File: config.mk
export PLATFORM = sky130hd
export DESIGN_NAME = dispatcher_rr
export DESIGN_NICKNAME = d
export VERILOG_FILES = /design/src/rtl/dispatcher_rr_pkg.sv /design/src/rtl/dispatcher_rr_stream_reg_slice.sv /design/src/rtl/dispatcher_rr.sv
export SDC_FILE = /design/constraint.sdc
export NUM_CORES = 1
export LEC_CHECK = 0
export ABC_CLOCK_PERIOD_IN_PS = 4100
export BUFFER_PORTS_ARGS = -buffer_cell sky130_fd_sc_hd__buf_2
export CAP_MARGIN = 20
export CORE_UTILIZATION = 50
export CTS_CLUSTER_SIZE = 40
export DETAILED_ROUTE_END_ITERATION = 6
export GPL_ROUTABILITY_DRIVEN = 0
export GPL_TIMING_DRIVEN = 0
export PLACE_DENSITY_LB_ADDON = 0.15
export RECOVER_POWER = 50
export REMOVE_ABC_BUFFERS = 1
export SYNTH_ARGS = -nofsm -noshare
export SYNTH_HDL_FRONTEND = slang
export SYNTH_SLANG_ARGS = --single-unit
File: constraint.sdc
create_clock -name clk -period 4.1 [get_ports clk]
set_clock_uncertainty 0.1 [all_clocks]
set_input_delay 0.82 -clock clk [delete_from_list [all_inputs] [get_ports clk]]
set_output_delay 0.82 -clock clk [all_outputs]
set_load 0.02 [all_outputs]
File: src/rtl/dispatcher_rr_pkg.sv
// Grant index encoding shared by the round-robin arbiter and dispatcher.
package dispatcher_rr_pkg;

  localparam logic GRANT_0 = 1'b0;
  localparam logic GRANT_1 = 1'b1;

endpackage

File: src/rtl/dispatcher_rr_stream_reg_slice.sv
// One-entry registered stream buffer: push, pop, and push-through on the
// same cycle the held word is consumed.
module stream_reg_slice #(
  parameter int DWIDTH = 16
) (
  input  logic              clk,
  input  logic              reset,
  input  logic              push,
  input  logic [DWIDTH-1:0] push_data,
  input  logic              ready,
  output logic              valid,
  output logic [DWIDTH-1:0] data,
  output logic              can_acc
);

  logic              vld_p1;
  logic [DWIDTH-1:0] data_p1;

  // A slot is free if empty, or if its word leaves on this edge.
  assign can_acc = !vld_p1 || ready;
  assign valid   = vld_p1;
  assign data    = data_p1;

  // Stage p1: buffer register; data moves only on push so it holds under stall.
  always_ff @(posedge clk) begin
    if (reset) begin
      vld_p1  <= 1'b0;
      data_p1 <= '0;
    end else if (push) begin
      vld_p1  <= 1'b1;
      data_p1 <= push_data;
    end else if (vld_p1 && ready) begin
      vld_p1  <= 1'b0;
    end
  end

endmodule

File: src/rtl/dispatcher_rr.sv
// Round-robin dispatcher: fans one valid/ready stream out to two buffered
// outputs, alternating and skipping an output that cannot take a word.
module dispatcher_rr
  import dispatcher_rr_pkg::*;
#(
  parameter int DWIDTH     = 16,
  parameter int PRIORITY_0 = 1
) (
  input  logic              clk,
  input  logic              reset,
  input  logic              in_valid,
  input  logic [DWIDTH-1:0] in_data,
  output logic              in_ready,
  output logic              out_0_valid,
  output logic [DWIDTH-1:0] out_0_data,
  input  logic              out_0_ready,
  output logic              out_1_valid,
  output logic [DWIDTH-1:0] out_1_data,
  input  logic              out_1_ready
);

  localparam logic GRANT_RST = (PRIORITY_0 != 0) ? GRANT_1 : GRANT_0;

  logic can_acc_0;
  logic can_acc_1;
  logic last_grant;
  logic target;
  logic xfer;
  logic push_0;
  logic push_1;

  assign in_ready = can_acc_0 || can_acc_1;
  assign xfer     = in_valid && in_ready;
  assign push_0   = xfer && (target == GRANT_0);
  assign push_1   = xfer && (target == GRANT_1);

  // Alternate only when both sides are free; otherwise take whichever is.
  always_comb begin
    target = GRANT_0;
    if (can_acc_0 && can_acc_1) begin
      target = (last_grant == GRANT_0) ? GRANT_1 : GRANT_0;
    end else if (can_acc_1) begin
      target = GRANT_1;
    end
  end

  always_ff @(posedge clk) begin
    if (reset) begin
      last_grant <= GRANT_RST;
    end else if (xfer) begin
      last_grant <= target;
    end
  end

  stream_reg_slice #(
    .DWIDTH(DWIDTH)
  ) u_slice_0 (
    .clk       (clk),
    .reset     (reset),
    .push      (push_0),
    .push_data (in_data),
    .ready     (out_0_ready),
    .valid     (out_0_valid),
    .data      (out_0_data),
    .can_acc   (can_acc_0)
  );

  stream_reg_slice #(
    .DWIDTH(DWIDTH)
  ) u_slice_1 (
    .clk       (clk),
    .reset     (reset),
    .push      (push_1),
    .push_data (in_data),
    .ready     (out_1_ready),
    .valid     (out_1_valid),
    .data      (out_1_data),
    .can_acc   (can_acc_1)
  );

endmodule
Word-level counts from Yosys, hierarchy flattened. Cells that the tools add are included.

Flip-flop bits (word level): 35. Bits of input ports: 21. Output and inout port bits: 35. Logic and storage cells: 26.

Multiplexer cells: 7. Bitwise logic cells: 1. Reduce and logical (&&, ||, !) cells: 13.

Operator list (count): $mux 1 (7); $logic_and 1x1->1 (6); $reduce_bool 2->1 (2); $logic_or 1x1->1 (3); $logic_not 1->1 (2); $not 1->1 (1).

Longest topological paths before layout. Gate-level depths: netlist (run 1).

Word-level depth: 7. Depth in mapped cells: 5. Depth with buffers taken out: 3.

Modules after synthesis. A second synthesis (run 1) with hierarchy kept.

Cell total of the unflattened synthesis: 121. Area total of the unflattened synthesis: 1298.7 um^2.

By module, submodules not included: stream_reg_slice (instances 2, cells each 56, area an instance 616.8 um^2); dispatcher_rr (instances 1, cells each 9, area an instance 65.1 um^2).

Least setup slack after synthesis (run 1). Ideal clock, no wire load.

Path kind: input port to output port. Start: input port out_1_ready. End: output port in_ready. Arrival time: 1.302 ns. Data required time: 3.180 ns. Path slack: 1.878 ns. Stages: 2. Buffers on the path: 0. Path through: nand2b_1 -> or2_2.

Longest elaborated chain between the ends: 2.

RTL lines: start, declared (line dispatcher_rr.sv:19) `input logic out_1_ready`; $logic_or 1x1->1 (line dispatcher_rr_stream_reg_slice.sv:20) `assign can_acc = !vld_p1 || ready;`; $logic_or 1x1->1 (line dispatcher_rr.sv:32) `assign in_ready = can_acc_0 || can_acc_1;`; end, declared (line dispatcher_rr.sv:13) `output logic in_ready,`.

No other way between the ends.

Worst setup path in the final report (run 1).
Start: input port out_0_ready. End: output port in_ready.

Longest elaborated chain between the ends: 2.

RTL lines: start, declared (line dispatcher_rr.sv:16) `input logic out_0_ready,`; $logic_or 1x1->1 (line dispatcher_rr_stream_reg_slice.sv:20); $logic_or 1x1->1 (line dispatcher_rr.sv:32).

No other way between the ends.

==> results of run 1 <==
-- synth_stat cells, drive strengths merged --
library cell   n
o211ai         1
inv            1
a211o          2
a21oi          2
or2            1
o211a          1
nor2b          1
dfxtp         35
nor3           1
a211oi         1
buf            4
nand2          1
nand2b        50
mux2i         32
clkbuf         5
-- cells in the final DEF, fill, tap and decap left out --
cell type / n
sky130_fd_sc_hd__inv_1: 1
sky130_fd_sc_hd__nor3_1: 1
sky130_fd_sc_hd__buf_2: 26
sky130_fd_sc_hd__a211oi_1: 1
sky130_fd_sc_hd__clkbuf_4: 5
sky130_fd_sc_hd__nand2b_1: 50
sky130_fd_sc_hd__mux2i_1: 32
sky130_fd_sc_hd__nand2_1: 1
sky130_fd_sc_hd__o211ai_1: 1
sky130_fd_sc_hd__a21oi_1: 2
sky130_fd_sc_hd__a211o_1: 2
sky130_fd_sc_hd__or2_2: 1
sky130_fd_sc_hd__o211a_1: 1
sky130_fd_sc_hd__clkbuf_1: 30
sky130_fd_sc_hd__dfxtp_1: 35
sky130_fd_sc_hd__nor2b_1: 1
-- registers in the layout (all words and copies together), names as in the netlist --
register,cells
last_grant,1
u_slice_0.data,16
u_slice_0.valid,1
u_slice_1.data,16
u_slice_1.valid,1
-- through the flow --
stage / hold slack (ns) / setup WS, ns
final: 0.378 / 1.56
after global placement: 0.355 / 1.67
after global routing: 0.406 / 1.51
after floorplan: 0.429 / 1.88
after CTS: 0.380 / 1.66
after detailed placement: 0.363 / 1.66
-- metal layers --
metal / wire, µm / part of all wire [%] / GRT usage, % / vias to the layer above
met1: 1240 / 44 / 20.5 / 510
met2: 1340 / 48 / 33.4 / 36
met4: 45 / 1.6 / 6.27 / 0
met5: 0 / 0 / 0 / -
li1: - / - / - / 562
met3: 165 / 5.9 / 7.83 / 7
-- cells by family after synthesis --
| logic type | after synthesis |
|---|---|
| AO/OA/AOI/OAI | 7 |
| buffers and inverters | 10 |
| flip-flops | 35 |
| multiplexers | 32 |
| AND/OR/NAND/NOR | 54 |
-- worst max-delay path: cells and delay by family --
kind / cells / cell delay, ns
buf+inv: 2 / 0.26
simple gates: 2 / 0.54
-- power groups by stage --
stage               combinational, mW  sequential [mW]  clock, mW
finish                          0.119            0.376      0.164
global route                    0.130            0.379      0.186
CTS                             0.127            0.376      0.171
detailed placement              0.126            0.384          0
global placement                0.124            0.382          0
floorplan                      0.0537            0.410          0
-- worst paths after layout --
kind / slack, ns / startpoint / depth (start not counted) / to
worst max-delay path: 1.56 / out_0_ready / 4 / in_ready
worst min-delay path: 0.38 / u_slice_0.data[5] / 2 / u_slice_0.data[5]
worst max register to register: 2.26 / u_slice_1.valid / 3 / u_slice_1.data[10]
worst min register to register: 0.38 / u_slice_0.data[5] / 2 / u_slice_0.data[5]
-- cell type report --
class / count / share of cell area (%)
flip-flops and latches: 35 / 40.5
repair buffers: 55 / 13.8
inverters: 1 / 0.217
well taps: 31 / 2.24
multi-input cells: 93 / 40.9
clock buffers: 6 / 2.39
==> results.txt, run 1 <==
The flow ran to the end, and the final reports show no timing, DRC or antenna violations. The relative area change from synthesis to final layout works out to 16.3%. The floorplan has 19 rows. The tree is rooted in a sky130_fd_sc_hd__clkbuf_4. The tools report the clock latency on the worst-skew pair as 0.33 ns. The DRC violation total after the first TritonRoute iteration is 25, and the routed length per instance is 12.6 µm. For this run, design rule violations remaining after detail routing come to 0. Across the whole layout, storage elements account for 701 µm². For the final non-filler cell total, the log shows 221.

The total overflow left after global routing is 0. STA puts the critical path data required time at 3.18 ns. For the pin with the worst max-slew slack, the measured transition is 0.801 ns. In this run the post-CTS setup repair buffer count came out at 0. In this run the cell area measured after placement is 1740 µm². The filler cells instantiated in the layout total 251. The post-layout minimum cycle time was 2.54 ns; the maximum net fanout on the critical path was 7. The ratio of cells with drive above 1 in the final layout is 16.8%, and the synthesized instance count is 138. For this run, the number of Yosys warnings is 0. In this run the cell area of the synthesized design comes to 1490 µm². The dominant combinational cell family by area after synthesis is simple AND/OR/NAND/NOR gates. The final layout contains routed wiring with a total length of 2.78 mm.

Cell type with the highest aggregate area in the netlist: sky130_fd_sc_hd__dfxtp_1. The clock net in this run drives a total of 35 sinks. The static power due to leakage is 0.781 nW, and the number of nets in the finished design is 212.

The first TritonRoute pass finished after 4 iterations. Gates resized during post-CTS repair numbered 0. The tools report the number of global-route vias before repair as 1108. The initial antenna violation count is 0, and the proportion of netlist area held by the largest area contributor is 47.1%. The number of placed cells counting well taps is 215. After Yosys synthesis, and, or, nand and nor cells account for 23.1% of the synthesized area. The power per cell area came out at 381 nW/µm². For this run, the slowest stage of the critical path takes 0.31 ns. Global routing used 19.0% of the available tracks across all layers. The die span in x was 56.5 µm; the utilization after layout was 62.2%. The sequential fraction of design power is 57.1%. Net switching is 28.3% of the power.

The number of vias per cell after detailed routing is 5.05, and the clock-pin slew on the worst setup and hold paths is 0.10 ns. The relative max-transition margin came out at 46.6%. By area the synthesized netlist is led by sky130_fd_sc_hd__dfxtp_1 (47%), sky130_fd_sc_hd__mux2i_1 (22%), sky130_fd_sc_hd__nand2b_1 (21%). The data arrival time at the worst-slack endpoint is 1.62 ns. Detailed routing inserted a total of 1115 vias. The net switching power figure is 186 µW, and the max-slew violation total from the final report is 0. Walking the worst path, the cells encountered are buf_2 > nand2b_1 > or2_2 > buf_2.

Max-cap violations in this run came to 0. The run gives 0 as the number of hold buffers added after CTS. The die outline area was 3200 µm²; the achievable clock frequency was 394 MHz. The worst setup path is of the in2out kind. The tools report the clock power share as 24.9%.

IR analysis of the VDD net gives a maximum drop of 0.305 mV. The first global-routing pass estimated 4.65 mm of wire. The tools report the total internal power as 473 µW.

Setup repair after global routing left no endpoint under its margin. The setup-violating endpoint count in the final report came out at 0. In this run, the combinational gates consume 18.1% of the power.

The number of hold violations in the final report came out at 0. The tools report the number of clock buffers inserted by TritonCTS as 5. The repair_antennas step left the layout with diodes totalling 0. Of the synthesized area, sequential elements account for 47.1%.

The die height came out at 56.5 µm. In the final layout, the multi-input gates occupy 707 µm². The synthesized netlist devotes 3.53% of its cell area to compound gates.

The placeable core region is 2780 µm², and the starting density of the core is 53.5%. TritonCTS built the clock tree. The post-synthesis cell type count is 18.

The tools report the sum of negative setup slack as 0 ns. For the half-perimeter wire length after detailed placement, the log shows 1.95 mm. The area share of fa/ha/maj cells after synthesis came out at 0%.

Type of element launching the critical path: a primary input. After Yosys synthesis, XOR and XNOR cells account for 0% of the synthesized area. The H-tree was split into 2 levels.

After synthesis the netlist holds a flip-flop and latch count of 35. Once detail routing completed, the nets flagged for antenna violations numbered 0. The final design instance area without fill is 1730 µm², and the maximum number of pins on one net before global-route repair is 52. 56 I/O pins were placed. The tightest min-delay check is of the reg2reg type. The worst setup path is captured at a primary output. After layout, the worst path uses 62.0% of the clock period. The average cell area after synthesis was 10.8 µm².

The cell with the biggest individual delay on the critical path is sky130_fd_sc_hd__or2_2. The power consumption is 659 µW. The maximum number of buffers from clock root to sink was 2. In the synthesized netlist, mux cells make up 21.5% of the area. The count of input and output buffers works out to 55.

The critical path's most frequent cell was sky130_fd_sc_hd__buf_2.
(Power assumes the default switching activity.)
==> run 2: changes to the inputs <==
--- a/config.mk
+++ b/config.mk
@@ -5,10 +5,10 @@
 export SDC_FILE = /design/constraint.sdc
 export NUM_CORES = 1
 export LEC_CHECK = 0
-export ABC_CLOCK_PERIOD_IN_PS = 4100
+export ABC_CLOCK_PERIOD_IN_PS = 2610
 export BUFFER_PORTS_ARGS = -buffer_cell sky130_fd_sc_hd__buf_2
 export CAP_MARGIN = 20
-export CORE_UTILIZATION = 50
+export CORE_UTILIZATION = 48
 export CTS_CLUSTER_SIZE = 40
 export DETAILED_ROUTE_END_ITERATION = 6
 export GPL_ROUTABILITY_DRIVEN = 0
==> constraint.sdc (replaced) <==
create_clock -name clk -period 2.61 [get_ports clk]
set_clock_uncertainty 0.1 [all_clocks]
set_input_delay 0.522 -clock clk [delete_from_list [all_inputs] [get_ports clk]]
set_output_delay 0.522 -clock clk [all_outputs]
set_load 0.02 [all_outputs]
==> run 2 against run 1 <==
  * The run now ends with design-rule violations left
  * Cell count increased by 0.90%
  * Utilization decreased by 0.33 points
  * Worst hold slack got worse by 0.0012 ns
  * Non-clock buffer count unchanged
  * Die area increased by 4.0%
  * Wire length increased by 4.2%
  * Sequential share of layout area decreased by 0.80 points
  * Combinational power increased by 60%
  * Critical path depth decreased by 1
==> results.txt, run 2 (synthesized netlist as in run 1, its figures left out) <==
The largest voltage drop on the vdd net is 0.364 mV. The worst register-to-register path ends at u_slice_1.data[1]. Setup violations remaining at the end of the flow were counted as 0. The analysis attributes to cell leakage a power of 0.801 nW.

Measured slew at the worst slew-check pin: 0.796 ns. The startpoint identified for the worst register-to-register timing path is u_slice_1.valid. The power per cell area is 626 nW/µm².

The post-route netlist has 18.2% of its cells at a drive strength greater than 1. After detailed routing, the number of vias per cell comes to 4.99. The tools report the count of instances resized after the clock tree is built as 0. The core region is 2850 µm². During placement, the flow inserted port buffers numbering 55.

The tightest min-delay check is of the in2reg type. The run gives 2 as the total number of H-tree levels. Number of maximum-capacitance violations: 0. For the sum of negative setup slack, the log shows 0 ns.

Counting tap cells, the placed design contains a total of 215 instances. Summing over every cut layer, the via total after detailed routing is 1112. The worst setup path is launched from a flip-flop. The number of clock sinks seen by CTS came out at 35.

Before antenna repair, the detailed router went through 6 iterations. Tracing the worst setup path back leads to its startpoint at u_slice_1.valid. The largest individual stage delay along the critical path comes from the cell sky130_fd_sc_hd__a211o_1. The run gives 0 as the max-slew violation total from the final report.

For the achievable clock frequency, the log shows 543 MHz. The logs give 223 for the final non-filler cell total and 3330 µm² for the die outline area. Remaining number of nets flagged by the antenna check after routing: 0. Measured against its own limit, the worst slew margin works out to 46.9%. The worst hold path passes through 3 cells. After the first detailed-routing iteration, the DRC count stood at 51. Wires add up to 2.90 mm. 0 antenna diodes ended up in the layout. The category of the most critical setup path was reg2reg. The library cells used most frequently in the layout, excluding fill and tap cells, are sky130_fd_sc_hd__nand2b_1 (49), sky130_fd_sc_hd__dfxtp_1 (35), sky130_fd_sc_hd__mux2i_1 (32), sky130_fd_sc_hd__clkbuf_1 (30), sky130_fd_sc_hd__buf_2 (26). The final reports fail on design-rule violations.

The initial antenna violation count is 0. The tools report the end point of the critical path as u_slice_1.data[1]. The run gives 1146 as the number of global-route vias before repair. The starting density of the core is 52.1%, and the number of standard-cell rows in the floorplan is 19. In this design, the stage delay of the slowest critical-path cell is 0.69 ns. The routed length per instance was 13.0 µm; the number of hold buffers added after CTS was 0. Leaving out fill and tap cells, the most frequent cell in the layout is sky130_fd_sc_hd__nand2b_1. The flow ran to the end, but the final reports show violations.

Setup repair after global routing left no endpoint under its margin. Master cell of the clock root buffer: sky130_fd_sc_hd__clkbuf_4. The routed design could run at a clock period as short as 1.84 ns.

Clock-pin slew was measured on the worst setup and hold paths at 0.10 ns. The number of hold violations in the final report is 0. Clock latency on the worst-skew pair, taken at its later pin, is 0.32 ns. From synthesis to final layout, the design area changed by 18.7%. The maximum number of buffers from clock root to sink was 2; the combined global-route utilization of all metal layers was 19.3%. The tools report the number of clock buffers inserted by TritonCTS as 5. The wire-length estimate of the detail-placed layout is 2.05 mm. The required arrival time at the worst endpoint is 2.75 ns.

The die is 57.7 µm wide. The cell depth of the worst flop-to-flop path came out at 3. After layout, the worst path uses 70.5% of the clock period.

Pin placement for this block handled 56 I/O pins. STA classifies the critical path endpoint as a flip-flop. For the number of design rule violations left after detail routing, the log shows 7.

After global routing the overflow that remains totals 0. The first global-routing pass estimated 4.88 mm of wire. The run gives 0.77 ns as the minimum setup slack among reg-to-reg paths.

The maximum net fanout on the critical path came out at 15. The net count of the finished layout is 212. The data arrival time at the worst-slack endpoint came out at 1.98 ns. The run gives 0 as the post-CTS setup-driven buffer insertion count. Entering global routing, the biggest net connects 52 pins. The die height works out to 57.7 µm. Walking the worst path, the cells encountered are nor2b_1 > a211o_1 > mux2i_1. TritonCTS built the clock tree.
run 2: changes by cell type in the layout (fill, tap and decap cells not counted):
cell	before	now
sky130_fd_sc_hd__nand2b_4	0	1
sky130_fd_sc_hd__nand2b_1	50	49
sky130_fd_sc_hd__clkbuf_8	0	2
run 2: how the worst min path moves through the flow:
| stage | start | to |
|---|---|---|
| 4_1_cts | in_data[2] | u_slice_1.data[2] |
| 3_5_place_dp | u_slice_0.data[4] | u_slice_0.data[4] |
| 6_report | in_data[2] | u_slice_1.data[2] |
| 2_1_floorplan | last_grant | last_grant |
| 5_1_grt | in_data[7] | u_slice_1.data[7] |
| 3_3_place_gp | u_slice_0.data[0] | u_slice_0.data[0] |
run 2: final cells by class:
type	instances	area (µm²)
Clock buffer	8	68.8
Fill cell	262	1090
Inverter	1	3.75
Multi-Input combinational cell	93	714
Sequential cell	35	701
Tap cell	31	38.8
Timing Repair Buffer	55	239
run 2: critical path: cells and delay by family, from the launching register on:
kind / cells / cell delay [ns]
AO/OA/AOI/OAI: 1 / 0.69
flip-flops: 1 / 0.36
multiplexers: 1 / 0.28
AND/OR/NAND/NOR: 1 / 0.34
run 2: layer usage:
| metal | vias to the layer above | wire (µm) | GRT usage [%] |
|---|---|---|---|
| li1 | 567 | - | - |
| met1 | 504 | 1230 | 21.8 |
| met2 | 37 | 1490 | 34.4 |
| met3 | 4 | 151 | 4.69 |
| met4 | 0 | 31 | 9.18 |
| met5 | - | 0 | 0 |
run 2: per-stage QoR:
stage / hold slack (ns) / setup WS [ns] / utilization, % / power (mW) / cell area [µm²]
finish: 0.376 / 0.770 / 61.9 / 1.11 / 1770
detailed placement: 0.366 / 0.580 / 60.8 / 0.803 / 1740
global route: 0.360 / 0.613 / 61.9 / 1.16 / 1770
CTS: 0.362 / 0.751 / 63.2 / 1.13 / 1800
floorplan: 0.429 / 0.979 / - / 0.729 / 1420
global placement: 0.355 / 0.666 / 60.8 / 0.794 / 1740
run 2: report_power, final:
part	internal (mW)	total [mW]	switching, mW
combinational	0.0774	0.190	0.113
sequential	0.570	0.591	0.0202
clock	0.159	0.324	0.166
